===== src/rtl/mem_access_stage.sv =====
// Memory-access stage: drives the data-memory port for loads/stores, aligns and extends
// load data, and emits a one-cycle result pulse. Define MEM_MISALIGN_CHECK_EN to fault misaligned accesses.
module mem_access_stage #(
  parameter int DATA_W = 64,
  parameter int ADDR_W = 64
) (
  input  logic                clk_i,
  input  logic                rst_i,
  input  logic                M_valid_i,
  output logic                M_ready_o,
  input  logic                M_op_load_i,
  input  logic                M_op_store_i,
  input  logic [2:0]          M_funct3_i,
  input  logic [DATA_W-1:0]   M_valE_i,
  input  logic [DATA_W-1:0]   M_valB_i,
  input  logic                M_flush_i,
  output logic                dmem_req_o,
  output logic                dmem_we_o,
  output logic [ADDR_W-1:0]   dmem_addr_o,
  output logic [DATA_W-1:0]   dmem_wdata_o,
  output logic [DATA_W/8-1:0] dmem_wstrb_o,
  input  logic                dmem_gnt_i,
  input  logic                dmem_rvalid_i,
  input  logic [DATA_W-1:0]   dmem_rdata_i,
  input  logic                dmem_err_i,
  output logic                m_valid_o,
  output logic [DATA_W-1:0]   m_valE_o,
  output logic [DATA_W-1:0]   m_valM_o,
  output logic                m_fault_o
);
  localparam int NB    = DATA_W / 8;
  localparam int OFF_W = $clog2(NB);

  typedef enum logic [1:0] {IDLE, REQ, RESP, DRAIN} state_t;
  state_t state, state_next;

  logic              is_load, is_store;
  logic [2:0]        funct3;
  logic [DATA_W-1:0] vale, store_data;
  logic [ADDR_W-1:0] addr;
  logic [OFF_W-1:0]  off;
  logic              accept, done, done_fault, done_load, misaligned;
  logic [DATA_W-1:0] shifted, load_ext;

  assign addr = vale[ADDR_W-1:0];
  assign off  = addr[OFF_W-1:0];

`ifdef MEM_MISALIGN_CHECK_EN
  logic [OFF_W-1:0] in_off;
  logic             off_bad;
  assign in_off = M_valE_i[OFF_W-1:0];
  always_comb begin
    case (M_funct3_i[1:0])
      2'b00:   off_bad = 1'b0;
      2'b01:   off_bad = in_off[0];
      2'b10:   off_bad = |in_off[1:0];
      default: off_bad = |in_off;
    endcase
  end
  assign misaligned = (M_op_load_i | M_op_store_i) & off_bad;
`else
  assign misaligned = 1'b0;
`endif

  always_comb begin
    state_next = state;
    accept     = 1'b0;
    done       = 1'b0;
    done_fault = 1'b0;
    done_load  = 1'b0;
    case (state)
      IDLE: if (M_valid_i && !M_flush_i) begin
        accept = 1'b1;
        if ((M_op_load_i || M_op_store_i) && !misaligned) state_next = REQ;
        else begin
          done       = 1'b1;
          done_fault = misaligned;
        end
      end
      REQ: if (dmem_gnt_i) begin
        // a granted store is committed on the bus even when flushed; only its pulse is dropped
        if (is_store) begin
          state_next = IDLE;
          done       = !M_flush_i;
          done_fault = dmem_err_i;
        end else state_next = M_flush_i ? DRAIN : RESP;
      end else if (M_flush_i) state_next = IDLE;
      RESP: if (dmem_rvalid_i) begin
        state_next = IDLE;
        done       = !M_flush_i;
        done_fault = dmem_err_i;
        done_load  = 1'b1;
      end else if (M_flush_i) state_next = DRAIN;
      DRAIN: if (dmem_rvalid_i) state_next = IDLE;
      default: state_next = IDLE;
    endcase
  end

  always_ff @(posedge clk_i) begin
    if (rst_i) begin
      state     <= IDLE;
      m_valid_o <= 1'b0;
      m_valE_o  <= '0;
      m_valM_o  <= '0;
      m_fault_o <= 1'b0;
    end else begin
      state     <= state_next;
      m_valid_o <= done;
      if (done) begin
        m_valE_o  <= accept ? M_valE_i : vale;
        m_valM_o  <= done_load ? load_ext : '0;
        m_fault_o <= done_fault;
      end
    end
  end

  always_ff @(posedge clk_i) begin
    if (accept) begin
      is_load    <= M_op_load_i;
      is_store   <= M_op_store_i;
      funct3     <= M_funct3_i;
      vale       <= M_valE_i;
      store_data <= M_valB_i;
    end
  end

  assign M_ready_o    = (state == IDLE);
  assign dmem_req_o   = (state == REQ);
  assign dmem_we_o    = (state == REQ) & is_store;
  assign dmem_addr_o  = {addr[ADDR_W-1:OFF_W], {OFF_W{1'b0}}};
  assign dmem_wdata_o = store_data << {off, 3'b000};

  // lanes shifted past the top byte fall off, which is how misaligned stores behave unchecked
  always_comb begin
    case (funct3[1:0])
      2'b00:   dmem_wstrb_o = {{(NB-1){1'b0}}, 1'b1} << off;
      2'b01:   dmem_wstrb_o = {{(NB-2){1'b0}}, 2'b11} << off;
      2'b10:   dmem_wstrb_o = {{(NB-4){1'b0}}, 4'hF} << off;
      default: dmem_wstrb_o = {NB{1'b1}};
    endcase
  end

  assign shifted = dmem_rdata_i >> {off, 3'b000};
  always_comb begin
    case (funct3)
      3'b000:  load_ext = {{(DATA_W-8){shifted[7]}}, shifted[7:0]};
      3'b001:  load_ext = {{(DATA_W-16){shifted[15]}}, shifted[15:0]};
      3'b010:  load_ext = {{(DATA_W-32){shifted[31]}}, shifted[31:0]};
      3'b100:  load_ext = {{(DATA_W-8){1'b0}}, shifted[7:0]};
      3'b101:  load_ext = {{(DATA_W-16){1'b0}}, shifted[15:0]};
      3'b110:  load_ext = {{(DATA_W-32){1'b0}}, shifted[31:0]};
      default: load_ext = shifted;
    endcase
  end

  // is_load is implied by the RESP path; kept so the captured op is visible for debug
  logic unused_ok;
  assign unused_ok = is_load;
endmodule


===== config.mk =====
export PLATFORM = sky130hd
export DESIGN_NAME = mem_access_stage
export DESIGN_NICKNAME = d
export VERILOG_FILES = /design/src/rtl/mem_access_stage.sv
export SDC_FILE = /design/constraint.sdc
export NUM_CORES = 1
export LEC_CHECK = 0
export CAP_MARGIN = 25
export CELL_PAD_IN_SITES_DETAIL_PLACEMENT = 1
export CELL_PAD_IN_SITES_GLOBAL_PLACEMENT = 2
export CORE_AREA = 4 4 217 219
export CTS_BUF_LIST = sky130_fd_sc_hd__clkbuf_8
export CTS_CLUSTER_SIZE = 40
export DETAILED_ROUTE_END_ITERATION = 6
export DIE_AREA = 0 0 221 223
export MAX_ROUTING_LAYER = met4
export PLACE_DENSITY = 0.95
export SLEW_MARGIN = 20
export SYNTH_ARGS = -nofsm -noshare
export SYNTH_HDL_FRONTEND = slang
export SYNTH_SLANG_ARGS = --single-unit
export TNS_END_PERCENT = 30

===== constraint.sdc =====
create_clock -name clk_i -period 5.6 [get_ports clk_i]
set_clock_uncertainty 0.2 [all_clocks]
set_input_delay 0.84 -clock clk_i [delete_from_list [all_inputs] [get_ports clk_i]]
set_output_delay 0.84 -clock clk_i [all_outputs]
set_load 0.1 [all_outputs]

### Word-level counts from Yosys, hierarchy flattened

Cells that the tools add are included.

| storage, ports and cells | value |
|---|---|
| output and inout bits | 269 |
| register bits | 264 |

| operators by class | value |
|---|---|
| mux-type cells | 28 |
| eq/ne operators | 15 |
| reductions and logical operators | 7 |
| bitwise logic cells | 1 |
| shifts and indexed selects | 5 |

Operator list:

| operator | number |
|---|---|
| $pmux 64 s6 | 1 |
| $mux 64 | 2 |
| $shl 64x6->64 | 1 |
| $shr 64x6->64 | 1 |
| $pmux 8 s3 | 1 |
| $mux 2 | 8 |
| $mux 1 | 13 |
| $eq 3x3->1 const B | 3 |
| $pmux 2 s4 | 1 |
| $shl 1x3->8 const A | 1 |
| $shl 2x3->8 const A | 1 |
| $shl 4x3->8 const A | 1 |
| $eq 2x2->1 const B | 3 |
| $reduce_and 5->1 | 1 |
| $eq 2x1->1 const B | 2 |
| $logic_not 2->1 | 2 |
| $ne 2x1->1 const B | 2 |
| $eq 3x1->1 const B | 1 |
| $eq 3x2->1 const B | 1 |
| $logic_not 3->1 | 1 |
| $ne 3x2->1 const B | 1 |
| $ne 3x3->1 const B | 1 |
| $pmux 1 s3 | 1 |
| $ne 2x2->1 const B | 1 |
| 5 further kinds | 5 |

### Logic depth before layout (Yosys ltp)

Gate-level depths: netlist of the first run.

| depth | value |
|---|---|
| depth in word-level cells | 5 |
| gate-level depth with buffers | 9 |

### Least setup slack after synthesis of the first run

OpenSTA, ideal clock, no wires.

| timing | value |
|---|---|
| kind | register -> output |
| start | reg vale[2], in the netlist addr[2] |
| end | out dmem_wdata_o[32] |
| path buffers | 4 |
| setup slack | 908 ps |
| stages on the path, launching flop included | 8 |
| data arrival time | 3652 ps |
| data required time | 4560 ps |
| cells stage by stage | dfxtp_1 -> buf_2 -> inv_2 -> buf_4 -> buf_2 -> clkbuf_1 -> nor2_1 -> o32ai_1 |

| on the way | value |
|---|---|
| cells in the longest elaborated chain, start to end | 1 |

RTL lines:

| what | line | RTL |
|---|---|---|
| start, declared | 39 | `logic [DATA_W-1:0] vale, store_data;` |
| start signal, assigned | 122 | `vale <= M_valE_i;` |
| $shl 64x6->64 | 131 | `assign dmem_wdata_o = store_data << {off, 3'b000};` |
| end, declared | 20 | `output logic [DATA_W-1:0] dmem_wdata_o,` |

Every way passes these cells.

### Worst setup path in the final report of the first run

| timing | value |
|---|---|
| start | reg vale[0], in the netlist addr[0] |
| end | out dmem_wdata_o[53] |

Same word-level chain as after synthesis.

==> impl_results.md, run 1 <==
* Die height at 223 microns
* WS Path Type: reg2out
* #FFs+latches synth at 264
* Slew Limit Headroom at 25.5%
* Top Metal Used: met4
* CTS clk-pin slew, worst paths at 0.06 ns
* Post-CTS Repair Setup Buffers at 0
* Routed wl met2 at 25100 microns
* Yosys warns at 0
* Post-CTS sizing at 0
* FF-to-FF End: m_valM_o[32]
* Die Area at 49300 sq um
* Leakage at 7.16 nW
* Initial antenna violation count at 1
* Grt ovf at 0
* Vias in the first global route at 12400
* # hold bufs at CTS at 0
* Layout net count at 1906
* Worst skew pair latency at 0.61 ns
* Min Hold Slack at 0.251 ns
* Multi-input gate area at 5990 sq um
* DRC viols at 0
* Total CTS buffers at 50
* Final setup violation count at 0
* Metal3 WL at 3590 microns
* Cell Area, Synth at 12900 sq um
* Gpl congestion at 0.891
* Sequential area share after synthesis at 46.1%
* Largest net degree at the start of global routing at 86
* RSZ-0062 raised after global routing: false
* Cells after Synth at 1308
* Slew Limit Fails at 0
* Register area at 5970 sq um
* Final Critical Period at 4.79 ns
* DR WL/cell at 21.8 microns
* Number of flops mapped to enable cells by yosys at 68
* Die Wd at 221 microns
* Layout cells sized above 1 at 15.0%
* Placed insts at 2237
* GRT Util Overall at 20.4%
* Peak VDD IR at 0.467 mV
* Startpoint types: flip-flop
* I/O pin count at 473
* Post-synth ARST share at 0%
* Final hold viol count at 0
* Final std cells w/o fill at 2333
* Maximum achievable frequency at 209 MHz
* Iter 0 DRT Violations at 491
* Worst-margin pin slew at 1.11 ns
* Post-DRT Antenna Nets at 0
* PwrDens at 456 nW/um^2
* Final WL at 51000 microns
* Clk sink count at 264
* CP endpoint: dmem_wdata_o[53]
* Worst reg2reg path depth at 7
* Critical Path End Type: output port
* Reg2reg setup slack at 1.82 ns
* H-tree levels at 2
* Status: complete, no violations
* Most frequent cells in the layout: clkdlybuf4s50_1, nand2_1, dfxtp_1
* Via count at 11500
* Origin of the worst setup path: addr[0]
* Most common cell after layout, fill and taps aside: clkdlybuf4s50_1
* Metal1 wirelength at 20500 microns
* Worst-path fanout max at 65
* Synth Flop Type: dfxtp_1
* DRT Pass-1 Iters at 5
* Core region area at 45100 sq um
* CP required at 4.56 ns
* Final instance area at 18700 sq um
* WP data arrival at 3.75 ns
* First-pass GRT wire length at 77000 microns
* Total negative slack at 0 ns
* Final period utilization at 85.5%
* Worst Hold Class: reg2reg
* Max-cap violations at 0
* Avg Inst Size Synth at 9.90 sq um
* Dpl hpwl at 38000 microns
* FP Rows at 78
* Reg2reg start: addr[0]
* Buffers on Ports at 469
* Unique masters post-synth at 62
* DR vias/cell at 4.92
* CTS tree: built
* Clock buffer depth at 3
* Area post-placement at 17600 sq um
* Final core utilization at 41.5%
* Initial core utilization at 28.7%
* Synthesis-to-finish area growth at 44.5%
* CTS Root Cell: clkbuf_8
* Fill count at 5059
## how the worst min path moves through the flow
stage / from / to / slack (ns) / cells past startpoint
floorplan: addr[55] / addr[55] / 0.27 / 1
global placement: m_valM_o[54] / m_valM_o[54] / 0.24 / 2
detailed placement: m_valM_o[47] / m_valM_o[47] / 0.24 / 2
CTS: m_valE_o[60] / m_valE_o[60] / 0.26 / 2
global route: m_valM_o[57] / m_valM_o[57] / 0.27 / 2
finish: m_valM_o[47] / m_valM_o[47] / 0.25 / 2
## power by group
part           total, mW  switching, mW  internal [mW]
clock               1.91          0.889           1.02
combinational       4.28           3.15           1.12
sequential          2.35          0.202           2.14
total               8.53           4.25           4.29
## final cells by class
cell class	count	area share, %
inverter	19	0.381
sequential	264	31.9
timing repair buffer	493	26.2
multi-input combinational	863	32.0
tap	600	4.01
clock inverter	36	1.30
clock buffer	56	4.12
antenna	2	0.0268
## Yosys cell counts (all sizes together) (7+ instances only)
cell type	number	area [sq um]
nand2b	7	43.8
o211ai	9	67.6
nand2	199	747
edfxtp	68	2040
a211o	11	96.3
nor2b	12	75.1
a211oi	7	52.6
o32ai	8	70.1
dfxtp	196	3920
o21ai	51	368
o22ai	18	126
mux4	8	180
mux2i	91	915
mux2	118	1340
ha	11	138
and3	9	56.3
nor2	96	363
a221o	17	170
buf	105	752
and2	11	68.8
inv	19	71.3
a21oi	130	651
a22oi	8	60.1
clkbuf	59	223
## per-layer routing
layer | track usage (%) | vias to the layer above
met2 | 34.8 | 455
met1 | 23.3 | 5589
met3 | 5.67 | 99
li1 | - | 5339
met4 | 6.87 | 0
met5 | - | -
## registers in the layout (all words and copies together), names as in the netlist
register / flops
store_data: 64
funct3: 3
m_fault_o: 1
m_valM_o: 64
state: 2
is_store: 1
m_valid_o: 1
m_valE_o: 64
addr: 64
## critical path, stage by stage, from the launching register on
cell             delay [ns]
dfxtp_4                0.94
buf_4                  0.48
mux2i_1                0.16
o21ai_1                0.17
nand2_1                0.07
o21ai_1                0.10
clkdlybuf4s50_1        1.15
## cell families after synthesis
logic type | Yosys count | share of synthesized area (%)
AND/OR/NAND/NOR | 349 | 11.4
other | 1 | 0.0290
buffers and inverters | 183 | 8.08
AO/OA/AOI/OAI | 283 | 14.6
adder cells (fa/ha/maj) | 11 | 1.06
multiplexers | 217 | 18.8
flip-flops | 264 | 46.1
## metrics by stage
step / setup slack [ns] / power (mW)
6_report: 0.810 / 8.53
5_1_grt: 0.565 / 8.88
4_1_cts: 0.750 / 8.62
3_5_place_dp: 1.45 / 6.66
3_3_place_gp: 1.47 / 6.60
2_1_floorplan: 0.908 / 5.74
Note: power is estimated with default switching activity, not from simulation.
==> run 2, diff against run 1 <==
- CORE_AREA: 4 4 217 219 -> 4 4 224 226
- DIE_AREA: 0 0 221 223 -> 0 0 228 230
- PLACE_DENSITY: 0.95 -> 0.9
- clock period: 5.6 -> 4.7 ns (I/O delays scaled with it)
==> run 2 against run 1 <==
Global-route usage shrank 0.98 points. Combinational power grew 20%. Final cell count grew 1.3%. Non-clock buffer count grew 4. Register-to-register slack lost 0.44 ns. Via count shrank 0.39%. Clock power grew 17%. Setup slack lost 0.0029 ns. Largest cell class unchanged.
==> impl_results.md, run 2 (synthesis results as in run 1) <==
* Status: complete, no violations
* Largest net degree at the start of global routing at 77
* Final std cells w/o fill at 2363
* DR WL/cell at 22.0 microns
* Post-CTS sizing at 0
* Worst Hold Class: reg2reg
* Initial core utilization at 26.8%
* Clock buffer depth at 3
* DRT Pass-1 Iters at 4
* WS Path Type: reg2out
* Layout net count at 1908
* Gpl congestion at 0.860
* Die Area at 52400 sq um
* FP Rows at 81
* Slowest-stage cell, CP: dfxtp_4
* Final setup violation count at 0
* Post-DRT Antenna Nets at 0
* Synthesis-to-finish area growth at 44.5%
* DR vias/cell at 4.84
* Max-cap violations at 0
* Peak VDD IR at 0.578 mV
* I/O pin count at 473
* Slew Limit Headroom at 26.1%
* Total CTS buffers at 48
* CTS Root Cell: clkbuf_8
* Crit-path cells: buf_4 > mux2i_1 > nand2_1 > o21ai_1 > mux2i_1 > buf_4
* Crit-path max cell delay at 0.64 ns
* Reg2reg setup slack at 1.38 ns
* H-tree levels at 2
* GRT Util Overall at 19.4%
* Slew Limit Fails at 0
* Vias in the first global route at 12500
* Final Critical Period at 3.89 ns
* Maximum achievable frequency at 257 MHz
* Clk sink count at 264
* CTS tree: built
* Buffers on Ports at 469
* PwrDens at 541 nW/um^2
* Die Wd at 228 microns
* Worst-path fanout max at 37
* Layout cells sized above 1 at 18.4%
* Final core utilization at 38.7%
* Most frequent cells in the layout: clkdlybuf4s50_1, nand2_1, dfxtp_1
* Initial antenna violation count at 9
* Final period utilization at 82.8%
* Leakage at 7.26 nW
* Critical Path End Type: output port
* Placed insts at 2264
* CTS clk-pin slew, worst paths at 0.06 ns
* Worst skew pair latency at 0.62 ns
* Core region area at 48300 sq um
* Dpl hpwl at 38900 microns
* CP required at 3.80 ns
* Post-CTS Repair Setup Buffers at 0
* Iter 0 DRT Violations at 527
* Worst-margin pin slew at 1.11 ns
* Die height at 230 microns
* Total negative slack at 0 ns
* Final WL at 51900 microns
* Startpoint types: flip-flop
* First-pass GRT wire length at 76700 microns
* RSZ-0062 raised after global routing: false
* Final hold viol count at 0
* Crit path buf inv count at 2
* Crit path max-delay family: buffers and inverters
* DRC viols at 0
* Via count at 11400
* Grt ovf at 0
* WP data arrival at 2.99 ns
* Most common cell after layout, fill and taps aside: clkdlybuf4s50_1
* # hold bufs at CTS at 0
[run 2: final cells by class]
| type | count | area, sq um |
|---|---|---|
| inverter | 19 | 71.3 |
| sequential | 264 | 5970 |
| tap | 622 | 778 |
| clock buffer | 55 | 757 |
| antenna | 9 | 22.5 |
| clock inverter | 34 | 223 |
| timing repair buffer | 497 | 4890 |
| fill | 5451 | 29600 |
| multi-input combinational | 863 | 5990 |
[run 2: worst min-delay path: stages, from the launching register on]
cell and delay, ns:
dfxtp_1 0.30, nand2_1 0.05, a21oi_1 0.05
[run 2: metrics by stage]
| step | cell area [sq um] | setup WS [ns] | power, mW | hold slack (ns) |
|---|---|---|---|---|
| 3_3_place_gp | 17500 | 1.31 | 7.87 | 0.241 |
| 5_1_grt | 18700 | 0.607 | 10.6 | 0.271 |
| 6_report | 18700 | 0.807 | 10.1 | 0.251 |
| 4_1_cts | 18700 | 0.703 | 10.2 | 0.256 |
| 2_1_floorplan | 13000 | 0.143 | 6.84 | 0.274 |
| 3_5_place_dp | 17700 | 1.25 | 7.94 | 0.243 |
[run 2: final timing paths]
path	start	cells past startpoint	endpoint
hold reg to reg	m_valE_o[2]	2	m_valE_o[2]
hold / removal	m_valE_o[2]	2	m_valE_o[2]
setup / recovery	addr[0]	6	dmem_wdata_o[63]
setup reg to reg	addr[2]	8	m_valM_o[32]
[run 2: report_power, final]
group          internal (mW)  switching, mW
Combinational           1.31           3.83
Sequential              2.55          0.192
Clock                   1.19           1.05
[run 2: metal layers]
metal	GRT usage, %	up-vias	routed length [microns]
met5	-	-	0
met4	7.94	0	2160
met3	5.95	97	4080
met2	32.6	494	25000
met1	21.6	5501	20700
li1	-	5345	-
==> run 3, diff against run 2 <==
- clock period: 4.7 -> 3.6 ns (I/O delays scaled with it)
==> run 3 against run 2 <==
Non-clock buffer count grew 1. Sequential share of layout area down 0.98 points. Sequential cell count is the same. Total power up 39%. Sequential power is 30% higher. Register-to-register slack worse by 0.78 ns. First-iteration DRC count down 3.6%. Routed wire length grew 2.9%. Setup slack worse by 0.55 ns. Critical path depth shrank 2. Worst hold slack better by 0.00061 ns. Clock-buffer cell count unchanged.
==> impl_results.md, run 3 (synthesis results as in run 1) <==
* Status: complete, no violations
* Die height at 230 microns
* Total negative slack at 0 ns
* Min-delay src: m_valE_o[58]
* Via count at 11500
* DR vias/cell at 4.85
* RSZ-0062 raised after global routing: false
* WP data arrival at 2.60 ns
* DR WL/cell at 22.6 microns
* Total CTS buffers at 49
* Final hold viol count at 0
* Most common cell after layout, fill and taps aside: clkdlybuf4s50_1
* Initial antenna violation count at 10
* Worst Hold Class: reg2reg
* Die Wd at 228 microns
* Final period utilization at 92.8%
* Origin of the worst setup path: addr[1]
* First-pass GRT wire length at 78400 microns
* Buffers on Ports at 469
* Worst skew pair latency at 0.61 ns
* Most frequent cells in the layout: clkdlybuf4s50_1, nand2_1, dfxtp_1
* Slew Limit Fails at 0
* Gpl congestion at 0.905
* Peak VDD IR at 0.610 mV
* FP Rows at 81
* Crit-path max cell delay at 0.68 ns
* Critical Path End Type: output port
* Reg2reg start: addr[2]
* Startpoint types: flip-flop
* Total Power at 14.1 mW
* Final Critical Period at 3.34 ns
* Crit-path cells: buf_12 > a21oi_1 > mux2i_1 > buf_12
* Slowest-stage cell, CP: dfxtp_4
* Fill count at 5348
* GRT Util Overall at 19.9%
* Initial core utilization at 26.8%
* Iter 0 DRT Violations at 508
* Final WL at 53400 microns
* Core region area at 48300 sq um
* Slew Limit Headroom at 30.2%
* Post-DRT Antenna Nets at 0
* Final setup violation count at 0
* CTS tree: built
* Max-cap violations at 0
* DRC viols at 0
* CTS Root Cell: clkbuf_8
* H-tree levels at 2
* Dpl hpwl at 40000 microns
* Worst-margin pin slew at 1.04 ns
* Clk sink count at 264
* Worst-path fanout max at 80
* WS Path Type: reg2out
* Clock buffer depth at 3
* Vias in the first global route at 12500
* I/O pin count at 473
* Placed insts at 2265
* Largest net degree at the start of global routing at 81
* Leakage at 7.54 nW
* DRT Pass-1 Iters at 4
* Maximum achievable frequency at 299 MHz
* CP required at 2.86 ns
* Layout cells sized above 1 at 20.8%
* Final std cells w/o fill at 2365
* Min Hold Slack at 0.252 ns
* Layout net count at 1910
* Die Area at 52400 sq um
* Crit-path most repeated cell: buf_12
* Grt ovf at 0
* CTS clk-pin slew, worst paths at 0.06 ns
* PwrDens at 729 nW/um^2
* Synthesis-to-finish area growth at 49.1%
==> run 3: cell count changes in the layout (fill, tap and decap cells not counted), moves of 5 or more <==
cell / change
buf_4: -10
buf_12: +52
o32ai_1: -8
clkinv_1: +6
o32ai_2: +8
buf_16: -5
clkdlybuf4s50_1: -35
==> run 3: critical path, delay by kind of cell, from the launching register on <==
family,cells,cell delay [ns]
flops,1,0.68
buf+inv,2,0.63
mux,1,0.40
compound gates,1,0.18
==> run 3: routing by layer <==
layer	share of wire (%)	track usage (%)	up-vias
met3	8.2	6.49	103
li1	-	-	5344
met4	3.7	8.27	0
met2	49	33.6	452
met5	0	-	-
met1	39	21.6	5564
==> run 3: final cells by class <==
class	instances	area (sq um)	area share, %
clock inverter	34	282	1.46
clock buffer	55	757	3.92
timing repair buffer	498	5360	27.8
antenna	10	25.0	0.130
sequential	264	5970	31.0
inverter	19	75.1	0.389
tap	622	778	4.03
multi-input combinational	863	6050	31.4
==> run 3: final timing paths <==
| check | end | slack, ns | cells past startpoint |
|---|---|---|---|
| max reg2reg | m_valM_o[32] | 0.60 | 7 |
| min reg2reg | m_valE_o[58] | 0.25 | 2 |
| min | m_valE_o[58] | 0.25 | 2 |
| max | dmem_wdata_o[51] | 0.26 | 4 |
==> run 3: stage by stage <==
stage,utilization [%],instance area [sq um],worst slack (ns)
finish,39.9,19300,0.258
floorplan,-,13000,-0.302
detailed placement,37.7,18200,0.457
global placement,37.7,18200,0.527
CTS,39.8,19200,0.0111
global route,39.9,19300,0.0585
==> run 3: what timing repair did <==
action,CTS,global route
gates resized for setup,0,1
hold buffers,0,0
setup buffers,0,1
endpoints found under the setup margin,0,2
==> run 3: where the power goes <==
part           total [mW]  switching (mW)  internal [mW]
Clock                3.13            1.36           1.76
Combinational        7.37            5.17           2.20
Sequential           3.57           0.233           3.33
Total                14.1            6.76           7.29
